File: src/rtl/uart_pkg.sv
`default_nettype none
// ============================================================================
// Module      : uart_pkg
// Description : Shared UART types plus default FIFO depth and RTS watermarks.
// Revision    : 1.0 - initial release
// ============================================================================
package uart_pkg;

    localparam int UART_DATA_W          = 8;
    localparam int UART_FIFO_DEPTH_LOG2 = 4;
    localparam int UART_RTS_HIGH        = 12;
    localparam int UART_RTS_LOW         = 4;

    typedef logic [UART_DATA_W-1:0] uart_byte_t;

endpackage : uart_pkg
`default_nettype wire

File: src/rtl/uart_rx_fifo_if.sv
`default_nettype none
// ============================================================================
// Module      : uart_rx_fifo_if
// Description : Receive-side byte stream, consumer handshake and status bus.
// Revision    : 1.0 - initial release
// ============================================================================
interface uart_rx_fifo_if
    import uart_pkg::*;
#(
    parameter int DEPTH_LOG2 = UART_FIFO_DEPTH_LOG2
);

    uart_byte_t            in_data;
    logic                  in_valid;
    uart_byte_t            out_data;
    logic                  out_valid;
    logic                  out_ready;
    logic                  rts;
    logic [DEPTH_LOG2:0]   count;
    logic                  overflow;
    logic                  clear_overflow;

    modport slave (
        input  in_data, in_valid, out_ready, clear_overflow,
        output out_data, out_valid, rts, count, overflow
    );

    modport master (
        output in_data, in_valid, out_ready, clear_overflow,
        input  out_data, out_valid, rts, count, overflow
    );

endinterface : uart_rx_fifo_if
`default_nettype wire

File: src/rtl/uart_fifo_ram.sv
`default_nettype none
// ============================================================================
// Module      : uart_fifo_ram
// Description : Byte array with one synchronous write port and async read.
// Revision    : 1.0 - initial release
// ============================================================================
module uart_fifo_ram
    import uart_pkg::*;
#(
    parameter int DEPTH_LOG2 = UART_FIFO_DEPTH_LOG2
) (
    input  wire logic                  clk,
    input  wire logic                  wr_en,
    input  wire logic [DEPTH_LOG2-1:0] wr_addr,
    input  wire uart_byte_t            wr_data,
    input  wire logic [DEPTH_LOG2-1:0] rd_addr,
    output      uart_byte_t            rd_data
);

    // Contents are deliberately not reset; the top masks them with out_valid.
    uart_byte_t mem [2**DEPTH_LOG2];

    always_ff @(posedge clk) begin
        if (wr_en) begin
            mem[wr_addr] <= wr_data;
        end
    end

    assign rd_data = mem[rd_addr];

endmodule : uart_fifo_ram
`default_nettype wire

File: src/rtl/uart_rx_fifo.sv
`default_nettype none
// ============================================================================
// Module      : uart_rx_fifo
// Description : FWFT receive FIFO with RTS watermark hysteresis and sticky
//               overflow flag.
// Revision    : 1.0 - initial release
// ============================================================================
module uart_rx_fifo
    import uart_pkg::*;
#(
    parameter int DEPTH_LOG2 = UART_FIFO_DEPTH_LOG2,
    parameter int RTS_HIGH   = UART_RTS_HIGH,
    parameter int RTS_LOW    = UART_RTS_LOW
) (
    input wire logic      clk,
    input wire logic      reset_n,
    uart_rx_fifo_if.slave bus
);

    localparam int PTR_W = DEPTH_LOG2 + 1;
    localparam logic [PTR_W-1:0] c_RTS_HIGH = PTR_W'(RTS_HIGH);
    localparam logic [PTR_W-1:0] c_RTS_LOW  = PTR_W'(RTS_LOW);

    logic [PTR_W-1:0] wr_ptr_q, wr_ptr_d;
    logic [PTR_W-1:0] rd_ptr_q, rd_ptr_d;
    logic             rts_q, rts_d;
    logic             overflow_q, overflow_d;

    logic             w_empty;
    logic             w_full;
    logic             w_pop;
    logic             w_push;
    logic             w_drop;
    logic [PTR_W-1:0] w_next_count;

    always_comb begin
        w_empty = (wr_ptr_q == rd_ptr_q);
        w_full  = (wr_ptr_q[DEPTH_LOG2-1:0] == rd_ptr_q[DEPTH_LOG2-1:0]) &&
                  (wr_ptr_q[DEPTH_LOG2] != rd_ptr_q[DEPTH_LOG2]);
        w_pop   = !w_empty && bus.out_ready;
        // A pop in the same cycle frees the slot, so a full FIFO still accepts.
        w_push  = bus.in_valid && (!w_full || w_pop);
        w_drop  = bus.in_valid && w_full && !w_pop;

        wr_ptr_d     = wr_ptr_q + PTR_W'(w_push);
        rd_ptr_d     = rd_ptr_q + PTR_W'(w_pop);
        w_next_count = wr_ptr_d - rd_ptr_d;

        rts_d = rts_q;
        if (w_next_count >= c_RTS_HIGH) begin
            rts_d = 1'b1;
        end else if (w_next_count <= c_RTS_LOW) begin
            rts_d = 1'b0;
        end

        overflow_d = overflow_q;
        if (w_drop) begin
            overflow_d = 1'b1;
        end else if (bus.clear_overflow) begin
            overflow_d = 1'b0;
        end
    end

    always_ff @(posedge clk or negedge reset_n) begin
        if (!reset_n) begin
            wr_ptr_q   <= '0;
            rd_ptr_q   <= '0;
            rts_q      <= 1'b0;
            overflow_q <= 1'b0;
        end else begin
            wr_ptr_q   <= wr_ptr_d;
            rd_ptr_q   <= rd_ptr_d;
            rts_q      <= rts_d;
            overflow_q <= overflow_d;
        end
    end

    uart_fifo_ram #(
        .DEPTH_LOG2 (DEPTH_LOG2)
    ) u_ram (
        .clk     (clk),
        .wr_en   (w_push),
        .wr_addr (wr_ptr_q[DEPTH_LOG2-1:0]),
        .wr_data (bus.in_data),
        .rd_addr (rd_ptr_q[DEPTH_LOG2-1:0]),
        .rd_data (bus.out_data)
    );

    assign bus.out_valid = !w_empty;
    assign bus.count     = wr_ptr_q - rd_ptr_q;
    assign bus.rts       = rts_q;
    assign bus.overflow  = overflow_q;

endmodule : uart_rx_fifo
`default_nettype wire

File: src/flat_wrapper.sv
// flat-port wrapper written by rule: the top's interface ports become plain ports
module uart_rx_fifo_flat import uart_pkg::*;
#(
    parameter int DEPTH_LOG2 = UART_FIFO_DEPTH_LOG2,
    parameter int RTS_HIGH   = UART_RTS_HIGH,
    parameter int RTS_LOW    = UART_RTS_LOW
)
  (clk, reset_n, bus_in_data, bus_in_valid, bus_out_ready, bus_clear_overflow, bus_out_data, bus_out_valid, bus_rts, bus_count, bus_overflow);
  uart_rx_fifo_if #(.DEPTH_LOG2(DEPTH_LOG2)) bus_i ();
  input wire logic clk;
  input wire logic reset_n;
  input wire logic [$bits(bus_i.in_data)-1:0] bus_in_data;
  input wire logic [$bits(bus_i.in_valid)-1:0] bus_in_valid;
  input wire logic [$bits(bus_i.out_ready)-1:0] bus_out_ready;
  input wire logic [$bits(bus_i.clear_overflow)-1:0] bus_clear_overflow;
  output wire logic [$bits(bus_i.out_data)-1:0] bus_out_data;
  output wire logic [$bits(bus_i.out_valid)-1:0] bus_out_valid;
  output wire logic [$bits(bus_i.rts)-1:0] bus_rts;
  output wire logic [$bits(bus_i.count)-1:0] bus_count;
  output wire logic [$bits(bus_i.overflow)-1:0] bus_overflow;
  assign bus_i.in_data = bus_in_data;
  assign bus_i.in_valid = bus_in_valid;
  assign bus_i.out_ready = bus_out_ready;
  assign bus_i.clear_overflow = bus_clear_overflow;
  assign bus_out_data = bus_i.out_data;
  assign bus_out_valid = bus_i.out_valid;
  assign bus_rts = bus_i.rts;
  assign bus_count = bus_i.count;
  assign bus_overflow = bus_i.overflow;
  uart_rx_fifo #(.DEPTH_LOG2(DEPTH_LOG2), .RTS_HIGH(RTS_HIGH), .RTS_LOW(RTS_LOW)) u_core (.clk(clk), .reset_n(reset_n), .bus(bus_i));
endmodule
File: config.mk
export PLATFORM = sky130hd
export DESIGN_NAME = uart_rx_fifo_flat
export DESIGN_NICKNAME = d
export VERILOG_FILES = /design/src/rtl/uart_pkg.sv /design/src/rtl/uart_rx_fifo_if.sv /design/src/rtl/uart_fifo_ram.sv /design/src/rtl/uart_rx_fifo.sv /design/src/flat_wrapper.sv
export SDC_FILE = /design/constraint.sdc
export NUM_CORES = 1
export LEC_CHECK = 0
export CAP_MARGIN = 20
export CORE_ASPECT_RATIO = 1.4
export CORE_MARGIN = 1
export CORE_UTILIZATION = 55
export DETAILED_ROUTE_END_ITERATION = 10
export GPL_TIMING_DRIVEN = 0
export HOLD_SLACK_MARGIN = 0.02
export PLACE_DENSITY = 0.76
export SLEW_MARGIN = 0
export SYNTH_ARGS = -nofsm -noshare
export SYNTH_HDL_FRONTEND = slang
export SYNTH_SLANG_ARGS = --single-unit
File: constraint.sdc
create_clock -name clk -period 5.1 [get_ports clk]
set_clock_uncertainty 0.1 [all_clocks]
set_input_delay 1.02 -clock clk [delete_from_list [all_inputs] [get_ports clk]]
set_output_delay 1.02 -clock clk [all_outputs]
set_load 0.05 [all_outputs]
# After elaboration in Yosys (flattened, before gate mapping)
# Memories as Yosys holds them, arrays and structs flattened.
# Index checks and enable logic that the tools add are counted.
dict set report word_totals {
  ff_bits 12
  latchBits 0
  mem_bits_rw 128
  rom_bits 0
  input_bits 13
  output_inout_bits 16
  elab_cells 31
  mem_count 1
}
dict set report classes {
  n_addsub 4
  n_mul 0
  n_div 0
  magnitude_cmp 2
  eq_ne 3
  shift 0
  mux 6
  n_bitwise 0
  n_reduce_logical 11
}
# name words word_bits read_ports rd_ports_with_merged_regs write_ports line_no
set memory_table {}
lappend memory_table {u_core.u_ram.mem 16 8 1 0 1 uart_fifo_ram.sv:21} ;# uart_byte_t mem [2**DEPTH_LOG2];
# cell n
set op_table {}
lappend op_table {{adder 5 x 1 -> 5 bit} 2}
lappend op_table {{subtractor 5 bit} 2}
lappend op_table {{2-to-1 mux 1 bit} 6}
lappend op_table {{equality test 5 bit} 1}
lappend op_table {{>= comparator 5 x 4 -> 1 bit, second input constant} 1}
lappend op_table {{<= comparator 5 x 3 -> 1 bit, second input constant} 1}
lappend op_table {{logical AND 1 bit} 5}
lappend op_table {{equality test 4 bit} 1}
lappend op_table {{nonzero test 2 bit} 2}
lappend op_table {{logical NOT 1 bit} 3}
lappend op_table {{logical OR 1 bit} 1}
lappend op_table {{!= test 1 bit} 1}

# Depth between registers and ports, before layout
dict set report logic_depth {
  ltp_word 10
  mapped_depth 17
  mapped_depth_nobuf 14
}

# Hierarchy
# A second synthesis with hierarchy kept.
dict set report hier_totals {
  cells_unflattened 311
  area_unflattened_um2 5874.4
}
# mod instances cells_each area_each_um2 seq_area_each_um2
set by_module_without_submodules {}
lappend by_module_without_submodules {uart_fifo_ram 1 221 4987.3 3843.7}
lappend by_module_without_submodules {uart_rx_fifo 1 90 887.1 300.3}

# Worst setup path before layout
# No wires, ideal clock.
dict set report synth_timing {
  path_kind {reg-to-reg}
  start {register u_core.rd_ptr_q[1]}
  end {register u_core.rts_q (netlist: u_core.bus.rts)}
  setup_ps 146
  arrival_time_ps 3778
  required_ps 4854
  path_slack_ps 1076
  stages_incl_launch_ff 17
  path_buffers 3
  period_less_slack_ps 4024
  path_cell_list {dfrtp_1 clkbuf_8 clkbuf_8 clkbuf_8 clkinv_1 ha_1 nand4_1 or2b_1 and2_1 ha_1 ha_1 fa_1 nand2_1 nand2_1 a21boi_0 o41ai_1 o2111ai_1}
}
dict set report synth_between {
  elab_cells_between_ends 15
  classes_between {add/sub: 3; order compare: 2; eq/ne: 2; mux: 1; reduce/logical: 7}
}
# element line_no
set synth_lines {}
lappend synth_lines {{start, declared} uart_rx_fifo.sv:25} ;# logic [PTR_W-1:0] rd_ptr_q, rd_ptr_d;
lappend synth_lines {{start signal, assigned} uart_rx_fifo.sv:72} ;# rd_ptr_q <= rd_ptr_d;
lappend synth_lines {{equality test 5 bit *} uart_rx_fifo.sv:37} ;# w_empty = (wr_ptr_q == rd_ptr_q);
lappend synth_lines {{logical NOT 1 bit *} --}
lappend synth_lines {{named net bus_out_valid} flat_wrapper.sv:17} ;# output wire logic [$bits(bus_i.out_valid)-1:0] bus_out_valid;
lappend synth_lines {{logical AND 1 bit *} uart_rx_fifo.sv:40} ;# w_pop = !w_empty && bus.out_ready;
lappend synth_lines {{adder 5 x 1 -> 5 bit *} uart_rx_fifo.sv:46} ;# rd_ptr_d = rd_ptr_q + PTR_W'(w_pop);
lappend synth_lines {{named net u_core.rd_ptr_d[1]} uart_rx_fifo.sv:25}
lappend synth_lines {{subtractor 5 bit *} uart_rx_fifo.sv:47} ;# w_next_count = wr_ptr_d - rd_ptr_d;
lappend synth_lines {{>= comparator 5 x 4 -> 1 bit / <= comparator 5 x 3 -> 1 bit (equally long branches)} {uart_rx_fifo.sv:50, uart_rx_fifo.sv:52}}
lappend synth_lines {{2-to-1 mux 1 bit / nonzero test 2 bit (equally long branches)} --}
lappend synth_lines {{end signal, assigned} uart_rx_fifo.sv:73} ;# rts_q <= rts_d;
lappend synth_lines {{end, declared} uart_rx_fifo.sv:26} ;# logic rts_q, rts_d;
# Mark *: on every way through the listed nets, which the timed path passes. The rest lies on a longest branch.
# A chain may end at the register's enable or synchronous reset.

# Worst setup path after layout
dict set report layout_timing {
  start {register u_core.rd_ptr_q[1]}
  end {output bus_count[3]}
}
dict set report layout_between {
  elab_chain_cells 1
}
# element line_no
set layout_lines {}
lappend layout_lines {{subtractor 5 bit} uart_rx_fifo.sv:90} ;# assign bus.count = wr_ptr_q - rd_ptr_q;
lappend layout_lines {{end, declared} flat_wrapper.sv:19} ;# output wire logic [$bits(bus_i.count)-1:0] bus_count;
# Every way passes these cells.

==> impl_metrics.toml <==
[die]
fp-row-count = 44
die_area_mm2 = 0.01130
start_util = 0.5715
chipWidth_um = 90.12
ioPinCount = 29
core_area_mm2 = 0.01046
die_h_um = 125.4

[synthesis]
synth_cell_types = 36
yosysMostFrequentCell = "edfxtp_1"
synth_top_area_cell = "edfxtp_1"
synth_cells = 332
synthesis.nets = 359
ys.warnings.count = 0
synth_flop_cell = "edfxtp_1"
synth_edf_count = 128
synth_common_cells = "128 x edfxtp_1, 37 x nand2_1, 17 x mux4_2"
synth_area_mm2 = 0.005978
synth_area_leaders = "edfxtp_1 64%, mux4_1 6.6%, mux4_2 6.4%"
avgSynthCellArea_um2 = 18.01
netlist.area_leader.share = 0.6429
synth-seq-cells = 140
async_flop_share = 0.08571
yosysSeqAreaShare = 0.6932

[placed_design]
port_buffers = 28
gp_congestion = 0.7812
dp_hpwl_um = 7860

[final_layout]
area_growth_pct = 18.27
n_antenna_cell = 0
num-nets-final = 410
layout-drive-gt1-share = 0.1667

[timing]
slew_headroom = 0.3957
rsz0062_at_grt = "no"
hold_violations = 0
fmax_mhz = 225.6
finalMaxSlewViolations = 0
fin_tns_setup_ns = 0
min_period_ns = 4.432
worst_slew_pin_slew_ns = 0.9031
fin_crit_sh = 0.8690
setup_violations = 0

[clock_tree]
post_cts_resized = 0
cts_max_level = 4
cts.clk_slew.worst_paths_ns = 0.05
ctsLongestPathBuffers = 2
clock_latency_ns = 0.41
postCtsSetupBuffers = 0
tritoncts = "done"
cts_made_buffers = 17
hold_buffers = 0
clock-sinks = 140
root_buffer = "clkbuf_16"

[detailed_routing]
viasPerCell = 5.893
routed-via-count = 3147
drc = 0
wl_per_cell_um = 22.37
first_pass_iters = 5
drt_iter0_markers = 294
wl_um = 11940
postRouteAntennaNets = 0

[flow_run]
drv_cap = 0

[grt]
grt_pass1_vias = 3244
grt.overflow.total = 0
antenna_found_initial = 0
grt_max_degree = 17
grt_pass1_wl_um = 18570
track_usage = 0.2327

[status]
status = "finished clean"

[setup_path]
arrival_ns = 3.31
crit_fanout = 10
crit_type = "register to output port"
required_ns = 3.98
cp-end-kind = "output port"
cp-start-kind = "register"

[hold_path]
min_path_type = "register to register"
path summary, 6_finish.rpt:
check	startpoint	endpoint	slack (ns)	cells after the start
setup / recovery	u_core.rd_ptr_q[1]$_DFF_PN0_	bus_count[3]	0.67	9
hold / removal	u_core.rd_ptr_q[4]$_DFF_PN0_	u_core.rd_ptr_q[4]$_DFF_PN0_	0.42	1
setup reg to reg	u_core.rd_ptr_q[1]$_DFF_PN0_	u_core.bus.rts$_DFFE_PN0P_	0.87	17
hold reg to reg	u_core.rd_ptr_q[4]$_DFF_PN0_	u_core.rd_ptr_q[4]$_DFF_PN0_	0.42	1
max in group asynchronous	reset_n	u_core.rd_ptr_q[0]$_DFF_PN0_	3.64	1
min in group asynchronous	reset_n	u_core.bus.rts$_DFFE_PN0P_	0.88	1
per-layer routing:
metal,routed length (um),global-route usage,up-vias
li1,-,-,1404
met1,4518,0.2835,1576
met2,6338,0.4010,136
met3,774,0.05231,31
met4,312,0.09772,0
met5,0,0,-
cells in the final DEF (no fill, tap or decap), types with 12 or more instances in the layout:
master           instances
edfxtp_1               128
nand2_1                 37
clkdlybuf4s50_1         28
mux4_2                  17
clkbuf_16               17
mux4_1                  15
inv_1                   13
nor2_1                  12
ha_1                    12
dfrtp_1                 12
critical path, stage by stage, from the launching register on:
cell and delay (ns):
dfrtp_1 0.40, clkbuf_8 0.20, clkbuf_8 0.18, clkbuf_8 0.18
clkinv_1 0.25, ha_1 0.39, a21o_1 0.16, a21oi_1 0.17
xnor2_1 0.14, clkdlybuf4s50_1 0.82
flip-flops by register name, indices dropped and copies added, names as in the netlist:
register	flops
u_core.bus.overflow	1
u_core.bus.rts	1
u_core.rd_ptr_q	5
u_core.wr_ptr_q	5
u_core.u_ram.mem	128
cell type report:
cell class | count | area, um^2
flip-flops and latches | 140 | 4144
fillers | 692 | 3390
multi-input cells | 163 | 1609
clock buffers | 22 | 474.2
repair buffers | 32 | 305.3
well taps | 138 | 172.7
plain buffers | 13 | 165.2
clock inverters | 10 | 140.1
inverters | 16 | 60.06
logic make-up (layout without fill, tap and decap cells):
group                      after synthesis  count (layout)  share of synthesized area
AOI/OAI and AO/OA                       24              24                    0.02616
DFF                                    140             140                     0.6932
adders and majority gates               14              14                    0.03181
muxes                                   32              32                     0.1300
buffers and inverters                   29              93                    0.03767
and+or+nand+nor                         82              82                    0.06279
xor gates and xnor gates                11              11                    0.01842
stage by stage:
stage	setup slack [ns]	util	hold slack (ns)	cell area [um^2]	instances
finish	0.6679	0.6760	0.4231	7071	534
floorplan	1.076	-	0.3860	5978	332
global placement	0.9536	0.6148	0.4061	6431	498
global route	0.4861	0.6760	0.4634	7071	534
CTS	0.6535	0.6760	0.4228	7071	534
detailed placement	0.8831	0.6172	0.4124	6456	502
Power is left out: the tool's default activity adds up to more than one toggle a clock period on the data nets, which glitch-free logic cannot reach.
